### config.mk
export PLATFORM = sky130hd
export DESIGN_NAME = control_sequencer
export DESIGN_NICKNAME = d
export VERILOG_FILES = /design/src/rtl/cpu_ctrl_pkg.sv /design/src/rtl/reg_select_decode.sv /design/src/rtl/control_sequencer.sv
export SDC_FILE = /design/constraint.sdc
export NUM_CORES = 1
export LEC_CHECK = 0
export ABC_AREA = 1
export CORE_MARGIN = 2
export CORE_UTILIZATION = 38
export DETAILED_ROUTE_END_ITERATION = 7
export PLACE_DENSITY = 0.87
export SLEW_MARGIN = 20
export SYNTH_ARGS = -nofsm -noshare
export SYNTH_HDL_FRONTEND = slang
export SYNTH_SLANG_ARGS = --single-unit
### constraint.sdc
create_clock -name clk -period 6.8 [get_ports clk]
set_input_delay 1.36 -clock clk [delete_from_list [all_inputs] [get_ports clk]]
set_output_delay 1.36 -clock clk [all_outputs]
set_load 0.01 [all_outputs]
### src/rtl/cpu_ctrl_pkg.sv
// Shared types, opcode values and IR field positions for the hardwired CPU control unit.
package cpu_ctrl_pkg;

    localparam int unsigned IR_W      = 32;
    localparam int unsigned OPC_W     = 5;
    localparam int unsigned REG_IDX_W = 4;
    localparam int unsigned NREGS     = 16;

    localparam int unsigned OPC_LSB = 27;
    localparam int unsigned RA_LSB  = 23;
    localparam int unsigned RB_LSB  = 19;
    localparam int unsigned RC_LSB  = 15;

    typedef enum logic [3:0] {
        S_RST, T0, T1, T2, T3, T4, T5, T6, S_HALT, S_STOP
    } state_t;

    localparam logic [OPC_W-1:0] OP_ADD  = 5'd3;
    localparam logic [OPC_W-1:0] OP_SUB  = 5'd4;
    localparam logic [OPC_W-1:0] OP_AND  = 5'd5;
    localparam logic [OPC_W-1:0] OP_OR   = 5'd6;
    localparam logic [OPC_W-1:0] OP_ROR  = 5'd7;
    localparam logic [OPC_W-1:0] OP_ROL  = 5'd8;
    localparam logic [OPC_W-1:0] OP_SHR  = 5'd9;
    localparam logic [OPC_W-1:0] OP_SHRA = 5'd10;
    localparam logic [OPC_W-1:0] OP_SHL  = 5'd11;
    localparam logic [OPC_W-1:0] OP_MUL  = 5'd15;
    localparam logic [OPC_W-1:0] OP_DIV  = 5'd16;
    localparam logic [OPC_W-1:0] OP_NEG  = 5'd17;
    localparam logic [OPC_W-1:0] OP_NOT  = 5'd18;
    localparam logic [OPC_W-1:0] OP_MFHI = 5'd19;
    localparam logic [OPC_W-1:0] OP_MFLO = 5'd20;
    localparam logic [OPC_W-1:0] OP_NOP  = 5'd26;
    localparam logic [OPC_W-1:0] OP_HALT = 5'd27;

    typedef enum logic [2:0] {
        C_ALU3, C_MULDIV, C_UNARY, C_MOVE, C_NOP, C_HALT, C_UNDEF
    } op_class_t;

    typedef struct packed {
        logic add;
        logic sub;
        logic and_op;
        logic or_op;
        logic ror;
        logic rol;
        logic shl;
        logic shr;
        logic shra;
        logic mul;
        logic div;
        logic neg;
        logic not_op;
    } alu_sel_t;

    typedef struct packed {
        logic     pc_in;
        logic     pc_out;
        logic     inc_pc;
        logic     ir_in;
        logic     mar_in;
        logic     mdr_in;
        logic     mdr_out;
        logic     read;
        logic     write;
        logic     y_in;
        logic     z_in;
        logic     zhigh_out;
        logic     zlow_out;
        logic     hi_in;
        logic     hi_out;
        logic     lo_in;
        logic     lo_out;
        alu_sel_t alu;
    } strobe_t;

    // Groups opcodes by the shape of their execute sequence.
    function automatic op_class_t op_class(input logic [OPC_W-1:0] opc);
        case (opc)
            OP_ADD, OP_SUB, OP_AND, OP_OR, OP_ROR, OP_ROL,
            OP_SHR, OP_SHRA, OP_SHL:  return C_ALU3;
            OP_MUL, OP_DIV:           return C_MULDIV;
            OP_NEG, OP_NOT:           return C_UNARY;
            OP_MFHI, OP_MFLO:         return C_MOVE;
            OP_NOP:                   return C_NOP;
            OP_HALT:                  return C_HALT;
            default:                  return C_UNDEF;
        endcase
    endfunction

    function automatic alu_sel_t alu_decode(input logic [OPC_W-1:0] opc);
        alu_sel_t a;
        a = '0;
        case (opc)
            OP_ADD:  a.add    = 1'b1;
            OP_SUB:  a.sub    = 1'b1;
            OP_AND:  a.and_op = 1'b1;
            OP_OR:   a.or_op  = 1'b1;
            OP_ROR:  a.ror    = 1'b1;
            OP_ROL:  a.rol    = 1'b1;
            OP_SHR:  a.shr    = 1'b1;
            OP_SHRA: a.shra   = 1'b1;
            OP_SHL:  a.shl    = 1'b1;
            OP_MUL:  a.mul    = 1'b1;
            OP_DIV:  a.div    = 1'b1;
            OP_NEG:  a.neg    = 1'b1;
            OP_NOT:  a.not_op = 1'b1;
            default: ;
        endcase
        return a;
    endfunction

endpackage

### src/rtl/reg_select_decode.sv
// Register index to one-hot select, gated by an enable.
module reg_select_decode
    import cpu_ctrl_pkg::*;
(
    input  logic [REG_IDX_W-1:0] idx,
    input  logic                 en,
    output logic [NREGS-1:0]     onehot_c
);

    always_comb begin
        onehot_c = '0;
        if (en) onehot_c[idx] = 1'b1;
    end

endmodule

### src/rtl/control_sequencer.sv
// Hardwired Moore control unit: fetch/decode/execute sequencing for the CPU datapath.
module control_sequencer
    import cpu_ctrl_pkg::*;
(
    input  logic             clk,
    input  logic             clr,
    input  logic [IR_W-1:0]  ir,
    input  logic             stop,
    output logic [NREGS-1:0] reg_in,
    output logic [NREGS-1:0] reg_out,
    output logic             PCin,
    output logic             PCout,
    output logic             IncPC,
    output logic             IRin,
    output logic             MARin,
    output logic             MDRin,
    output logic             MDRout,
    output logic             Read,
    output logic             Write,
    output logic             Yin,
    output logic             Zin,
    output logic             Zhighout,
    output logic             Zlowout,
    output logic             HIin,
    output logic             HIout,
    output logic             LOin,
    output logic             LOout,
    output logic             ADD,
    output logic             SUB,
    output logic             AND,
    output logic             OR,
    output logic             ROR,
    output logic             ROL,
    output logic             SHL,
    output logic             SHR,
    output logic             SHRA,
    output logic             MUL,
    output logic             DIV,
    output logic             NEG,
    output logic             NOT,
    output logic             run,
    output logic             illegal
);

    state_t                 state;
    state_t                 state_nxt;
    state_t                 t0_entry;
    logic                   illegal_q;
    strobe_t                s;
    logic                   in_en;
    logic                   out_en;
    logic [REG_IDX_W-1:0]   in_idx;
    logic [REG_IDX_W-1:0]   out_idx;
    logic [OPC_W-1:0]       opc;
    logic [REG_IDX_W-1:0]   ra;
    logic [REG_IDX_W-1:0]   rb;
    logic [REG_IDX_W-1:0]   rc;
    op_class_t              cls;
    logic                   undef_c;
    logic                   unused_ir;

    assign opc       = ir[OPC_LSB +: OPC_W];
    assign ra        = ir[RA_LSB +: REG_IDX_W];
    assign rb        = ir[RB_LSB +: REG_IDX_W];
    assign rc        = ir[RC_LSB +: REG_IDX_W];
    assign unused_ir = ^ir[RC_LSB-1:0];
    assign cls       = op_class(opc);
    assign undef_c   = (state == T3) && (cls == C_UNDEF);

    // Instruction boundary: a pending stop parks the sequencer instead of fetching.
    assign t0_entry = stop ? S_STOP : T0;

    always_ff @(posedge clk) begin
        if (clr) begin
            state     <= S_RST;
            illegal_q <= 1'b0;
        end else begin
            state <= state_nxt;
            if (undef_c) illegal_q <= 1'b1;
        end
    end

    always_comb begin
        state_nxt = state;
        case (state)
            S_RST: state_nxt = t0_entry;
            T0:    state_nxt = T1;
            T1:    state_nxt = T2;
            T2:    state_nxt = T3;
            T3: begin
                case (cls)
                    C_ALU3, C_MULDIV, C_UNARY: state_nxt = T4;
                    C_MOVE, C_NOP:             state_nxt = t0_entry;
                    default:                   state_nxt = S_HALT;
                endcase
            end
            T4:     state_nxt = (cls == C_UNARY) ? t0_entry : T5;
            T5:     state_nxt = (cls == C_MULDIV) ? T6 : t0_entry;
            T6:     state_nxt = t0_entry;
            S_STOP: state_nxt = stop ? S_STOP : T0;
            default: state_nxt = state;
        endcase
    end

    // Moore strobe decode from state and the latched instruction.
    always_comb begin
        s       = '0;
        in_en   = 1'b0;
        out_en  = 1'b0;
        in_idx  = ra;
        out_idx = rb;
        case (state)
            T0: begin
                s.pc_out = 1'b1;
                s.mar_in = 1'b1;
                s.inc_pc = 1'b1;
                s.z_in   = 1'b1;
            end
            T1: begin
                s.zlow_out = 1'b1;
                s.pc_in    = 1'b1;
                s.read     = 1'b1;
                s.mdr_in   = 1'b1;
            end
            T2: begin
                s.mdr_out = 1'b1;
                s.ir_in   = 1'b1;
            end
            T3: begin
                case (cls)
                    C_ALU3: begin
                        out_en = 1'b1;
                        s.y_in = 1'b1;
                    end
                    C_MULDIV: begin
                        out_en  = 1'b1;
                        out_idx = ra;
                        s.y_in  = 1'b1;
                    end
                    C_UNARY: begin
                        out_en = 1'b1;
                        s.alu  = alu_decode(opc);
                        s.z_in = 1'b1;
                    end
                    C_MOVE: begin
                        s.hi_out = (opc == OP_MFHI);
                        s.lo_out = (opc == OP_MFLO);
                        in_en    = 1'b1;
                    end
                    default: ;
                endcase
            end
            T4: begin
                case (cls)
                    C_ALU3: begin
                        out_en  = 1'b1;
                        out_idx = rc;
                        s.alu   = alu_decode(opc);
                        s.z_in  = 1'b1;
                    end
                    C_MULDIV: begin
                        out_en = 1'b1;
                        s.alu  = alu_decode(opc);
                        s.z_in = 1'b1;
                    end
                    C_UNARY: begin
                        s.zlow_out = 1'b1;
                        in_en      = 1'b1;
                    end
                    default: ;
                endcase
            end
            T5: begin
                case (cls)
                    C_ALU3: begin
                        s.zlow_out = 1'b1;
                        in_en      = 1'b1;
                    end
                    C_MULDIV: begin
                        s.zlow_out = 1'b1;
                        s.lo_in    = 1'b1;
                    end
                    default: ;
                endcase
            end
            T6: begin
                s.zhigh_out = 1'b1;
                s.hi_in     = 1'b1;
            end
            default: ;
        endcase
    end

    reg_select_decode u_in_dec (
        .idx      (in_idx),
        .en       (in_en),
        .onehot_c (reg_in)
    );

    reg_select_decode u_out_dec (
        .idx      (out_idx),
        .en       (out_en),
        .onehot_c (reg_out)
    );

    assign PCin     = s.pc_in;
    assign PCout    = s.pc_out;
    assign IncPC    = s.inc_pc;
    assign IRin     = s.ir_in;
    assign MARin    = s.mar_in;
    assign MDRin    = s.mdr_in;
    assign MDRout   = s.mdr_out;
    assign Read     = s.read;
    assign Write    = s.write;
    assign Yin      = s.y_in;
    assign Zin      = s.z_in;
    assign Zhighout = s.zhigh_out;
    assign Zlowout  = s.zlow_out;
    assign HIin     = s.hi_in;
    assign HIout    = s.hi_out;
    assign LOin     = s.lo_in;
    assign LOout    = s.lo_out;
    assign ADD      = s.alu.add;
    assign SUB      = s.alu.sub;
    assign AND      = s.alu.and_op;
    assign OR       = s.alu.or_op;
    assign ROR      = s.alu.ror;
    assign ROL      = s.alu.rol;
    assign SHL      = s.alu.shl;
    assign SHR      = s.alu.shr;
    assign SHRA     = s.alu.shra;
    assign MUL      = s.alu.mul;
    assign DIV      = s.alu.div;
    assign NEG      = s.alu.neg;
    assign NOT      = s.alu.not_op;

    assign run = (state == T0) || (state == T1) || (state == T2) || (state == T3) ||
                 (state == T4) || (state == T5) || (state == T6);

    // Flag is visible in the decode cycle itself, then held by the sticky register.
    assign illegal = illegal_q | undef_c;

endmodule

==> results of run 1 <==
==> critical path, delay by kind of cell <==
family | cells | cell delay [ns]
simple gates | 11 | 1.14
buf+inv | 3 | 1.52
==> state kept, by name, indices dropped and copies added, names as in the netlist <==
signal,flops
illegal_q,1
state,4
==> cells in the final DEF, fill, tap and decap left out, types with 2 or more instances in the layout <==
cell type / instances
nand4_1: 4
nand3b_1: 2
nand3_1: 22
nor3_1: 15
nand3_2: 10
dfxtp_1: 5
ha_1: 5
inv_1: 43
a21oi_1: 7
nor2_2: 6
inv_2: 4
clkdlybuf4s50_1: 82
nor2_1: 52
nand2_1: 42
clkbuf_4: 3
o21ai_0: 3
nand2_2: 14
nor2_4: 2
==> metal layers <==
layer,up-vias,wire (um)
li1,948,-
met2,60,2120
met1,827,1970
met3,4,264
met4,0,37
met5,-,0
==> through the flow <==
stage / worst slack, ns / total power, mW / area (um2) / util
3_5_place_dp: 1.43 / 0.282 / 2180 / 0.640
3_3_place_gp: 1.47 / 0.277 / 2180 / 0.640
6_report: 1.41 / 0.317 / 2210 / 0.648
2_1_floorplan: 2.67 / 0.202 / 1380 / -
4_1_cts: 1.43 / 0.317 / 2210 / 0.648
5_1_grt: 1.16 / 0.347 / 2210 / 0.648
==> layout make-up <==
type                            instances  area (um2)
Clock buffer                            3        22.5
Clock inverter                          1        5.00
Fill cell                             314        1200
Inverter                               47         176
Multi-Input combinational cell        194        1030
Sequential cell                         5         100
Tap cell                               46        57.6
Timing Repair Buffer                   82         821
==> Yosys cell counts (3+ instances only) <==
library cell and n:
nor2_1 52, inv_1 43, nand2_1 42, nand3_1 22, nor3_1 15, nand2_2 14, nand3_2 10, a21oi_1 7
buf_4 7, nor2_2 6, dfxtp_1 5, ha_1 5, inv_2 4, nand4_1 4, o21ai_0 3
==> path summary, 6_finish.rpt <==
kind                            cells after the start                      to  slack, ns                    from
worst min register to register                      2  illegal_q$_SDFFE_PP0P_       0.46  illegal_q$_SDFFE_PP0P_
worst max register to register                      8   state[3]$_SDFFE_PP0P_       5.11   state[2]$_SDFFE_PP0P_
worst min-delay path                                2  illegal_q$_SDFFE_PP0P_       0.46  illegal_q$_SDFFE_PP0P_
worst max-delay path                               14              reg_out[1]       1.41                  ir[31]
==> power breakdown <==
part	switching (mW)	internal (mW)	total (mW)
Clock	0.0127	0.0213	0.0340
Combinational	0.129	0.104	0.233
Sequential	0.0110	0.0387	0.0497
Total	0.153	0.164	0.317
==> logic make-up after synthesis <==
kind of cell    count (synthesis)  share of synthesized area
flops                           5                     0.0725
compound gates                 15                     0.0697
buf+inv                        56                      0.182
fa+ha+maj                       5                     0.0453
simple gates                  173                      0.628
other cells                     1                    0.00271
==> impl_metrics.env, run 1 <==
export IMPL_status="finished clean"
export IMPL_grt_util_met2=0.384
export IMPL_diodes=0
export IMPL_firstDrtPassIters=6
export IMPL_ys_warn_count=0
export IMPL_yosys_top_cells_area="nor2_1 (14%), inv_1 (12%), nand2_1 (11%)"
export IMPL_slowest_stage="clkdlybuf4s50_1"
export IMPL_io_pins=99
export IMPL_grt_pass1_wl_mm=7.45
export IMPL_min_period_ns=5.39
export IMPL_synth_area_leader_cell="nor2_1"
export IMPL_fin_cells=378
export IMPL_crit_required_ns=5.44
export IMPL_cts_resized=0
export IMPL_worstPathMaxFanout=14
export IMPL_htree_levels=1
export IMPL_drv_slew=0
export IMPL_grt_pass1_vias=1733
export IMPL_clk_latency_ns=0.24
export IMPL_synth_ff_type="dfxtp_1"
export IMPL_fmax_ghz=0.185
export IMPL_grt_use_met3=0.0282
export IMPL_pwr_density_cell_mw_per_mm2=143
export IMPL_critPathMaxStageDelay_ns=0.77
export IMPL_clock_skew_ns=0.00502
export IMPL_synth_nets=295
export IMPL_hp_class="reg -> reg"
export IMPL_syn2layout_area_growth_pct=60.1
export IMPL_avgRoutedWirePerCell_um=11.6
export IMPL_worstPathArrival_ns=4.03
export IMPL_start_util=0.404
export IMPL_ir_worst_vdd_mv=0.0714
export IMPL_grt_ovfl_total=0
export IMPL_worstSetupPathType="in -> out"
export IMPL_gp_congestion=0.854
export IMPL_antenna_found_initial=0
export IMPL_hold_worst_slack_ns=0.459
export IMPL_finalHoldViolations=0
export IMPL_synth_edff_count=0
export IMPL_tns_ns=0
export IMPL_vias=1839
export IMPL_rows=21
export IMPL_worstSetupStartpointType="input port"
export IMPL_wirelength_mm=4.39
export IMPL_ys_seq_area_frac=0.0725
export IMPL_synth_avg_cell_area_um2=5.42
export IMPL_antenna_left=0
export IMPL_finalNetCount=373
export IMPL_drt_initial_drc_count=124
export IMPL_endpoint_kind="output port"
export IMPL_die_w_um=64.3
export IMPL_grt_busiest_layer="met2"
export IMPL_grt_max_degree=15
export IMPL_drive_above_1_share=0.136
export IMPL_cts_buffers=3
export IMPL_max_cap_viol_count=0
export IMPL_cts_root_buffer="clkbuf_4"
export IMPL_port_buffers=82
export IMPL_ys_seq_elements=5
export IMPL_clock_sinks=5
export IMPL_setup_viol=0
export IMPL_rsz0062_at_grt="false"
export IMPL_clockBufferDepth=2
export IMPL_drcViolationCount=0
export IMPL_grt_total_usage=0.215
export IMPL_synth_top_cell_area_share=0.141
export IMPL_ys_types=28
export IMPL_dieArea_mm2=0.00413
export IMPL_power_leakage_nw=0.925
export IMPL_cts_hold_buffers=0
export IMPL_syn_cell_area_mm2=0.00138
export IMPL_worstPathCellList="clkdlybuf4s50_1 > nor2_1 > nand3_2 > nand2_2 > inv_2 > nand3_4 > nand2_2 > nand2_2 > nand2_2 > nand2_1 > nor2_2 > nand3_2 > nor2_1 > clkdlybuf4s50_1"
export IMPL_met1_usage=0.274
export IMPL_hpwl_mm=3.67
export IMPL_vias_per_cell=4.87
export IMPL_period_share=0.793
export IMPL_clk_pin_slew_ns=0.05
export IMPL_postCtsSetupBuffers=0
export IMPL_netlist_instances=255
export IMPL_synthArstFlopShare=0
export IMPL_tritoncts="built"
export IMPL_coreArea_mm2=0.00342
export IMPL_cpMostUsedCell="nand2_2"
export IMPL_die_h_um=64.3
export IMPL_dpl_cell_count=374
No activity file was read; power rests on OpenSTA's default activity.
==> inputs of run 2 (changes only) <==
Settings changed: CORE_UTILIZATION 38 to 32, PLACE_DENSITY 0.87 to 0.78.
Clock period 6.8 ns to 4.4 ns, I/O delays scaled along.
==> run 2 against run 1 <==
- die area up 18%
- clock-buffer cell count up 1
- sequential cell count unchanged
- critical path depth up 2
- total power up 66%
- largest power group unchanged
- highest routed layer unchanged
==> impl_metrics.env, run 2 (synthesized netlist as in run 1, its figures left out) <==
export IMPL_top_register="state"
export IMPL_grt_total_usage=0.173
export IMPL_finalWorstSetupSlack_ns=0.270
export IMPL_avgRoutedWirePerCell_um=11.6
export IMPL_vias_per_cell=4.83
export IMPL_setup_viol=0
export IMPL_r2r_cells=9
export IMPL_crit_reg2reg_launch="state[0]$_SDFFE_PP0P_"
export IMPL_dieArea_mm2=0.00486
export IMPL_largest_reg_flops=4
export IMPL_htree_levels=1
export IMPL_tns_ns=0
export IMPL_hpwl_mm=3.80
export IMPL_period_share=0.939
export IMPL_cts_root_buffer="clkbuf_8"
export IMPL_final_cell_mix="clkdlybuf4s50_1 (73), nor2_1 (51), inv_1 (43)"
export IMPL_rows=23
export IMPL_gp_congestion=0.916
export IMPL_port_buffers=82
export IMPL_io_pins=99
export IMPL_cts_hold_buffers=0
export IMPL_worstPathMaxFanout=8
export IMPL_diodes=0
export IMPL_clk_pin_slew_ns=0.04
export IMPL_firstDrtPassIters=5
export IMPL_die_w_um=69.7
export IMPL_endpoint_kind="output port"
export IMPL_die_h_um=69.7
export IMPL_finalNetCount=379
export IMPL_place_ws_ns=-0.0451
export IMPL_status="finished clean"
export IMPL_regToRegSetupSlack_ns=2.71
export IMPL_coreArea_mm2=0.00409
export IMPL_drive_above_1_share=0.151
export IMPL_crit_required_ns=3.52
export IMPL_hold_end="illegal_q$_SDFFE_PP0P_"
export IMPL_power_leakage_nw=1.04
export IMPL_ir_worst_vdd_mv=0.315
export IMPL_fillers=412
export IMPL_drv_slew=0
export IMPL_layout_commonest_cell="clkdlybuf4s50_1"
export IMPL_reg_top3="state: 4 flops, illegal_q: 1 flops"
export IMPL_pwr_density_cell_mw_per_mm2=230
export IMPL_start_util=0.338
export IMPL_fin_cells=388
export IMPL_clock_sinks=5
export IMPL_finalHoldViolations=0
export IMPL_dpl_cell_count=383
export IMPL_max_cap_viol_count=0
export IMPL_min_path_cells=2
export IMPL_grt_pass1_vias=1710
export IMPL_cts_buffers=3
export IMPL_syn2layout_area_growth_pct=65.9
export IMPL_antenna_left=0
export IMPL_clk_latency_ns=0.22
export IMPL_worstSetupStartpointType="input port"
export IMPL_worstPathArrival_ns=3.25
export IMPL_wirelength_mm=4.49
export IMPL_vias=1874
export IMPL_rsz0062_at_grt="false"
export IMPL_worstSetupPathType="in -> out"
export IMPL_r2r_end="state[3]$_SDFFE_PP0P_"
export IMPL_hp_class="reg -> reg"
export IMPL_grt_ovfl_total=0
export IMPL_min_period_ns=4.13
export IMPL_drt_initial_drc_count=75
export IMPL_drcViolationCount=0
export IMPL_antenna_found_initial=0
export IMPL_tritoncts="built"
export IMPL_clock_skew_ns=0.00208
export IMPL_clockBufferDepth=2
export IMPL_worstHoldStart="illegal_q$_SDFFE_PP0P_"
export IMPL_fmax_ghz=0.242
export IMPL_grt_max_degree=13
export IMPL_grt_pass1_wl_mm=7.27
[run 2: cell count changes in the layout (fill, tap and decap cells not counted), moves of 3 or more]
| cell | delta |
|---|---|
| clkdlybuf4s50_1 | -9 |
| buf_4 | +6 |
| dlymetal6s2s_1 | +5 |
| dlygate4sd2_1 | +4 |
| clkbuf_4 | -3 |
| clkbuf_8 | +3 |
[run 2: timing repair]
action,CTS,global route
resized for setup,5,6
setup buffers,1,0
pin swaps,1,0
endpoints found under the setup margin,10,39
endpoints found under the hold margin,0,0
cloned,0,0
[run 2: area by class of cell]
| type | count | area [um2] | area share |
|---|---|---|---|
| Clock buffer | 4 | 45.0 | 0.0197 |
| Inverter | 47 | 179 | 0.0781 |
| Multi-Input combinational cell | 194 | 1030 | 0.450 |
| Sequential cell | 5 | 100 | 0.0437 |
| Tap cell | 50 | 62.6 | 0.0273 |
| Timing Repair Buffer | 88 | 873 | 0.381 |
[run 2: power breakdown]
part	total, mW	switching, mW	internal (mW)
Combinational	0.366	0.203	0.163
Sequential	0.0758	0.0157	0.0601
Clock	0.0852	0.0230	0.0622
Total	0.527	0.242	0.285
[run 2: how the worst max path moves through the flow]
stage	slack, ns	startpoint	cells after the start	to
2_1_floorplan	1.23	ir[27]	15	reg_out[1]
3_3_place_gp	0.02	ir[27]	15	reg_out[13]
4_1_cts	0.006	ir[28]	17	reg_out[8]
6_report	0.27	ir[27]	16	reg_out[8]
5_1_grt	0.09	ir[27]	17	reg_out[5]
3_5_place_dp	-0.05	ir[27]	15	reg_out[12]
[run 2: layer usage]
metal | share of wire | wire length, um | vias to the layer above | GRT usage
met5 | 0 | 0 | - | 0
met1 | 0.44 | 1960 | 836 | 0.208
met2 | 0.49 | 2210 | 73 | 0.318
met4 | 0.011 | 49 | 0 | 0.0513
li1 | - | - | 958 | -
met3 | 0.058 | 262 | 7 | 0.0233
[run 2: worst max-delay path: stages]
cell and delay, ns:
dlygate4sd2_1 0.28, inv_1 0.09, ha_1 0.22, nand3_1 0.14, nand3_2 0.11, nand2_2 0.06, nand2_4 0.15, nand3_4 0.12
nand2_2 0.08, nand2_2 0.07, nand2_1 0.09, nand2_1 0.06, nor2_2 0.13, nand3_2 0.11, nor2_1 0.10, clkdlybuf4s50_1 0.54
[run 2: per-stage QoR]
stage,utilization,hold slack (ns),power (mW),area [um2]
floorplan,-,0.430,0.312,1380
global placement,0.545,0.445,0.436,2230
detailed placement,0.545,0.451,0.440,2230
CTS,0.557,0.464,0.531,2280
global route,0.561,0.488,0.572,2290
finish,0.561,0.461,0.527,2290
==> RTL edit 1 (config.mk and constraints of run 1) <==
Add an input register stage for `clr`, `ir` and `stop`; this delays them by one clock.
--- a/src/rtl/control_sequencer.sv
+++ b/src/rtl/control_sequencer.sv
@@ -44,2 +44,12 @@
 
+    logic clr_q;
+    logic [IR_W-1:0] ir_q;
+    logic stop_q;
+
+    always_ff @(posedge clk) begin
+        clr_q  <= clr;
+        ir_q   <= ir;
+        stop_q <= stop;
+    end
+
     state_t                 state;
@@ -61,7 +71,7 @@
 
-    assign opc       = ir[OPC_LSB +: OPC_W];
-    assign ra        = ir[RA_LSB +: REG_IDX_W];
-    assign rb        = ir[RB_LSB +: REG_IDX_W];
-    assign rc        = ir[RC_LSB +: REG_IDX_W];
-    assign unused_ir = ^ir[RC_LSB-1:0];
+    assign opc       = ir_q[OPC_LSB +: OPC_W];
+    assign ra        = ir_q[RA_LSB +: REG_IDX_W];
+    assign rb        = ir_q[RB_LSB +: REG_IDX_W];
+    assign rc        = ir_q[RC_LSB +: REG_IDX_W];
+    assign unused_ir = ^ir_q[RC_LSB-1:0];
     assign cls       = op_class(opc);
@@ -70,6 +80,6 @@
     // Instruction boundary: a pending stop parks the sequencer instead of fetching.
-    assign t0_entry = stop ? S_STOP : T0;
+    assign t0_entry = stop_q ? S_STOP : T0;
 
     always_ff @(posedge clk) begin
-        if (clr) begin
+        if (clr_q) begin
             state     <= S_RST;
@@ -99,3 +109,3 @@
             T6:     state_nxt = t0_entry;
-            S_STOP: state_nxt = stop ? S_STOP : T0;
+            S_STOP: state_nxt = stop_q ? S_STOP : T0;
             default: state_nxt = state;
Behaviour: not the same (Yosys sat finds a counterexample within 4 cycles, from zero or initial values).
==> RTL edit 1 against run 1 <==
  * Via count up 13%
  * Power grew 56%
  * Non-clock buffer count did not move
  * Area after synthesis is 37% higher
  * Sequential share of layout area up 15 points
  * Wire length grew 4.3%
  * Worst setup slack improved by 1.8 ns
  * Die area rose by 34%
  * Sequential cell count rose by 22
  * Clock power grew to 2.6 times the old value
  * Sequential power rose to 3.9 times the old value
  * Final area grew 25%
  * Largest cell class unchanged
  * Highest routed layer unchanged
==> RTL edit 1: results <==
[clock_tree]
clk_pin_slew_ns = 0.09
cts_root_buf = clkbuf_8
clock_path_buffers = 2
cts-buffers-inserted = 3
insertion_delay_ns = 0.27

[pwr]
clock_power_uw = 87.7
leakage_uw = 0.001308
power_density_nw_per_um2 = 178.4
netSwitchingFraction_pct = 38.08
ir_drop_mv = 0.1025
combPwrFrac_pct = 42.6

[worst_setup_path]
reg2reg_from = cls[1]
cp.arrival_ns = 2.27
reg2reg_depth = 6
timing.rr.end = state[3]
crit_path_max_fanout = 13
r2r_setup_slack_ns = 5.37

[placed_design]
place.gp.congestion = 0.8816
pre_cts_slack_ns = 3.469
post_dp_cell_area_um2 = 2723
place_inst = 442
place.port_buffers = 82
hpwl_mm = 3.946

[finish]
fin_nets = 418
largest_reg_flops = 17
regMostFlops = ir_q
nFillCells = 470
drive_gt1_share_pct = 10.82

[sta]
holdWs_ns = 0.4731
skew_ns = 0.005046

[status]
status = finished, final reports clean

[yosys]
syn_area_per_cell_um2 = 6.248
yosys-top-cells-count = nand2_1, nor2_1, inv_1
synth_area_leaders = dfxtp_1, nand2_1, nor2_1, inv_1, nand3_1
ys_types = 27
synth_nets = 340
ys_seq_area_share_pct = 28.65
synth_ff_type = dfxtp_1

[drt]
drtPass1Iterations = 4
vias = 2075
drtIter0Drc = 75
drt-total-wl_mm = 4.578
wl_per_cell_um = 10.26

[min_path]
hp-class = reg2reg
hold_start = illegal_q

[grt]
grt_max_degree = 15
grtUsageTotal_pct = 16.22
grt_pass1_vias = 1853
grt_pass1_wl_mm = 7.355
[RTL edit 1: cell count changes after synthesis, moves of 2 or more]
cell and delta:
nand2_1 +29, dfxtp_1 +22, nor3_1 -9, nand2_2 -7, o21ai_0 +6, inv_2 +4, nand3_2 -3, nor2_1 +3
a21oi_1 -2, ha_1 -2, inv_1 +2, nand3_1 +2, nor2_8 +2
[RTL edit 1: worst max path at each step]
stage | end | startpoint | slack, ns
6_report | reg_out[13] | cls[1] | 3.17
5_1_grt | reg_out[13] | cls[1] | 2.96
4_1_cts | reg_out[15] | cls[1] | 3.16
3_5_place_dp | reg_out[13] | cls[1] | 3.47
3_3_place_gp | reg_out[7] | cls[1] | 3.52
2_1_floorplan | reg_out[14] | cls[1] | 4.21
[RTL edit 1: cell families after synthesis]
group                      Yosys count  share of synthesized area (%)
AOI/OAI and AO/OA                   15                          4.177
buffers and inverters               62                          14.19
DFF                                 27                          28.65
other                                1                         0.1987
and+or+nand+nor                    194                          50.80
adders and majority gates            3                          1.990
[RTL edit 1: layer usage]
| layer | wire (um) | global-route usage [%] |
|---|---|---|
| met1 | 1931 | 18.93 |
| met2 | 2374 | 31.66 |
| met3 | 241 | 1.762 |
| met4 | 30 | 3.175 |
| met5 | 0 | 0 |
[RTL edit 1: worst max-delay path, stage by stage, from the launching register on]
cell and delay, ns:
dfxtp_1 0.37, nor2_4 0.32, nand2_1 0.19, nand2_1 0.11
nand3_2 0.07, nand3_1 0.14, nand3_1 0.12, nor2_1 0.12
clkdlybuf4s50_1 0.55
[RTL edit 1: layout make-up]
type	instances	area (um2)	area share (%)
Clock buffer	4	45.04	1.627
Inverter	53	198.9	7.188
Multi-Input combinational cell	213	1079	38.97
Sequential cell	27	540.5	19.53
Tap cell	67	83.83	3.029
Timing Repair Buffer	82	820.8	29.66
==> RTL edit 2 (flow settings as in run 1) <==
Made on the original files. The 10 states of `state_t` get a Gray code encoding in 4 bits.
--- a/src/rtl/cpu_ctrl_pkg.sv
+++ b/src/rtl/cpu_ctrl_pkg.sv
@@ -14,3 +14,3 @@
     typedef enum logic [3:0] {
-        S_RST, T0, T1, T2, T3, T4, T5, T6, S_HALT, S_STOP
+        S_RST = 4'b0000, T0 = 4'b0001, T1 = 4'b0011, T2 = 4'b0010, T3 = 4'b0110, T4 = 4'b0111, T5 = 4'b0101, T6 = 4'b0100, S_HALT = 4'b1100, S_STOP = 4'b1101
     } state_t;
Function: same outputs for any inputs over 10 cycles, from zero or initial values; not proved beyond that.
==> RTL edit 2 against run 1 <==
  * Critical path type unchanged
  * Sequential share of layout area is 0.33 points lower
  * Wire length is 4.3% higher
  * Largest power group unchanged
  * Critical path depth is 2 higher
  * Critical endpoint is now reg_out[5]
  * Clock skew is 0.0015 ns lower
  * Sequential cell count stayed put
  * Final area is 7.8% higher
  * Worst setup slack worse by 0.29 ns
  * Area after synthesis is 12% higher
  * Power is 22% higher
==> RTL edit 2: results <==
[finish]
nFillCells = 391
drive_gt1_share_pct = 15.58
fin_nets = 395

[clock_tree]
cts_root_buf = clkbuf_8
insertion_delay_ns = 0.22

[grt]
grt_pass1_vias = 1787
grtUsageMet3_pct = 3.333
grt_max_degree = 12

[drt]
vias = 2017
drt-total-wl_mm = 4.576
drtPass1Iterations = 5
dr_wl_met2_mm = 2.330
wl_met3_um = 391
drtIter0Drc = 78

[worst_setup_path]
reg2reg_depth = 10
r2r_setup_slack_ns = 4.86
critPathMaxStageDelay_ns = 0.55
cp.arrival_ns = 4.32
cp-endpoint = reg_out[5]
reg2reg_from = state[1]
timing.rr.end = state[2]
crit_path_max_fanout = 11

[status]
status = finished, final reports clean

[placed_design]
place.gp.congestion = 0.9212
hpwl_mm = 3.871

[yosys]
yosys-top-cells-count = nand2_1, nor2_1, inv_1
synth_nets = 318
ys_types = 31

[pwr]
p_sw_uw = 187.6
ir_drop_mv = 0.2282

[sta]
skew_ns = 0.003505
==> RTL edit 2: cell types whose count changed after synthesis, sizes merged, moves of 2 or more <==
cell    before  now
a21oi        7    3
nand3b       2    0
nor4         1    5
o211ai       1    3
o21ai        4    8
inv         47   51
nand2       57   71
nor3        15   10
nor2        60   63
==> RTL edit 2: through the flow <==
step	hold WS, ns	power (uW)	std cells	setup slack [ns]	cell area, um2
floorplan	0.4298	244.1	277	2.538	1541
global placement	0.4451	327.5	399	1.281	2340
detailed placement	0.4661	332.6	399	1.143	2340
CTS	0.4721	388.1	403	1.145	2385
global route	0.5032	424.3	403	0.8683	2385
finish	0.4628	386.4	403	1.120	2385
==> RTL edit 2: critical path: cells and delay by family <==
kind / cells / cell delay, ns
adders and majority gates: 1 / 0.23
buffers and inverters: 3 / 1.22
and+or+nand+nor: 12 / 1.52
==> RTL edit 2: logic make-up after synthesis <==
group	Yosys count	share of synthesized area [%]
AND/OR/NAND/NOR	187	62.34
AO/OA/AOI/OAI	17	7.792
other	1	0.2433
adder cells (fa/ha/maj)	6	4.870
flip-flops	5	6.494
buffers and inverters	61	18.26
==> RTL edit 2: cell type report <==
class / instances / area [um2] / area share [%]
clock buffer: 4 / 45.04 / 1.889
inverter: 51 / 196.4 / 8.237
multi-input combinational: 211 / 1160 / 48.64
sequential: 5 / 100.1 / 4.197
tap: 50 / 62.56 / 2.623
timing repair buffer: 82 / 820.8 / 34.42
==> RTL edit 2: power groups by stage <==
stage | combinational, uW | sequential, uW | clock (uW)
after floorplan | 191 | 52.7 | 0
after global placement | 272 | 55.7 | 0
after detailed placement | 277 | 56.0 | 0
after CTS | 278 | 55.6 | 54.3
after global routing | 309 | 58.1 | 57.6
final | 277 | 56.0 | 53.0
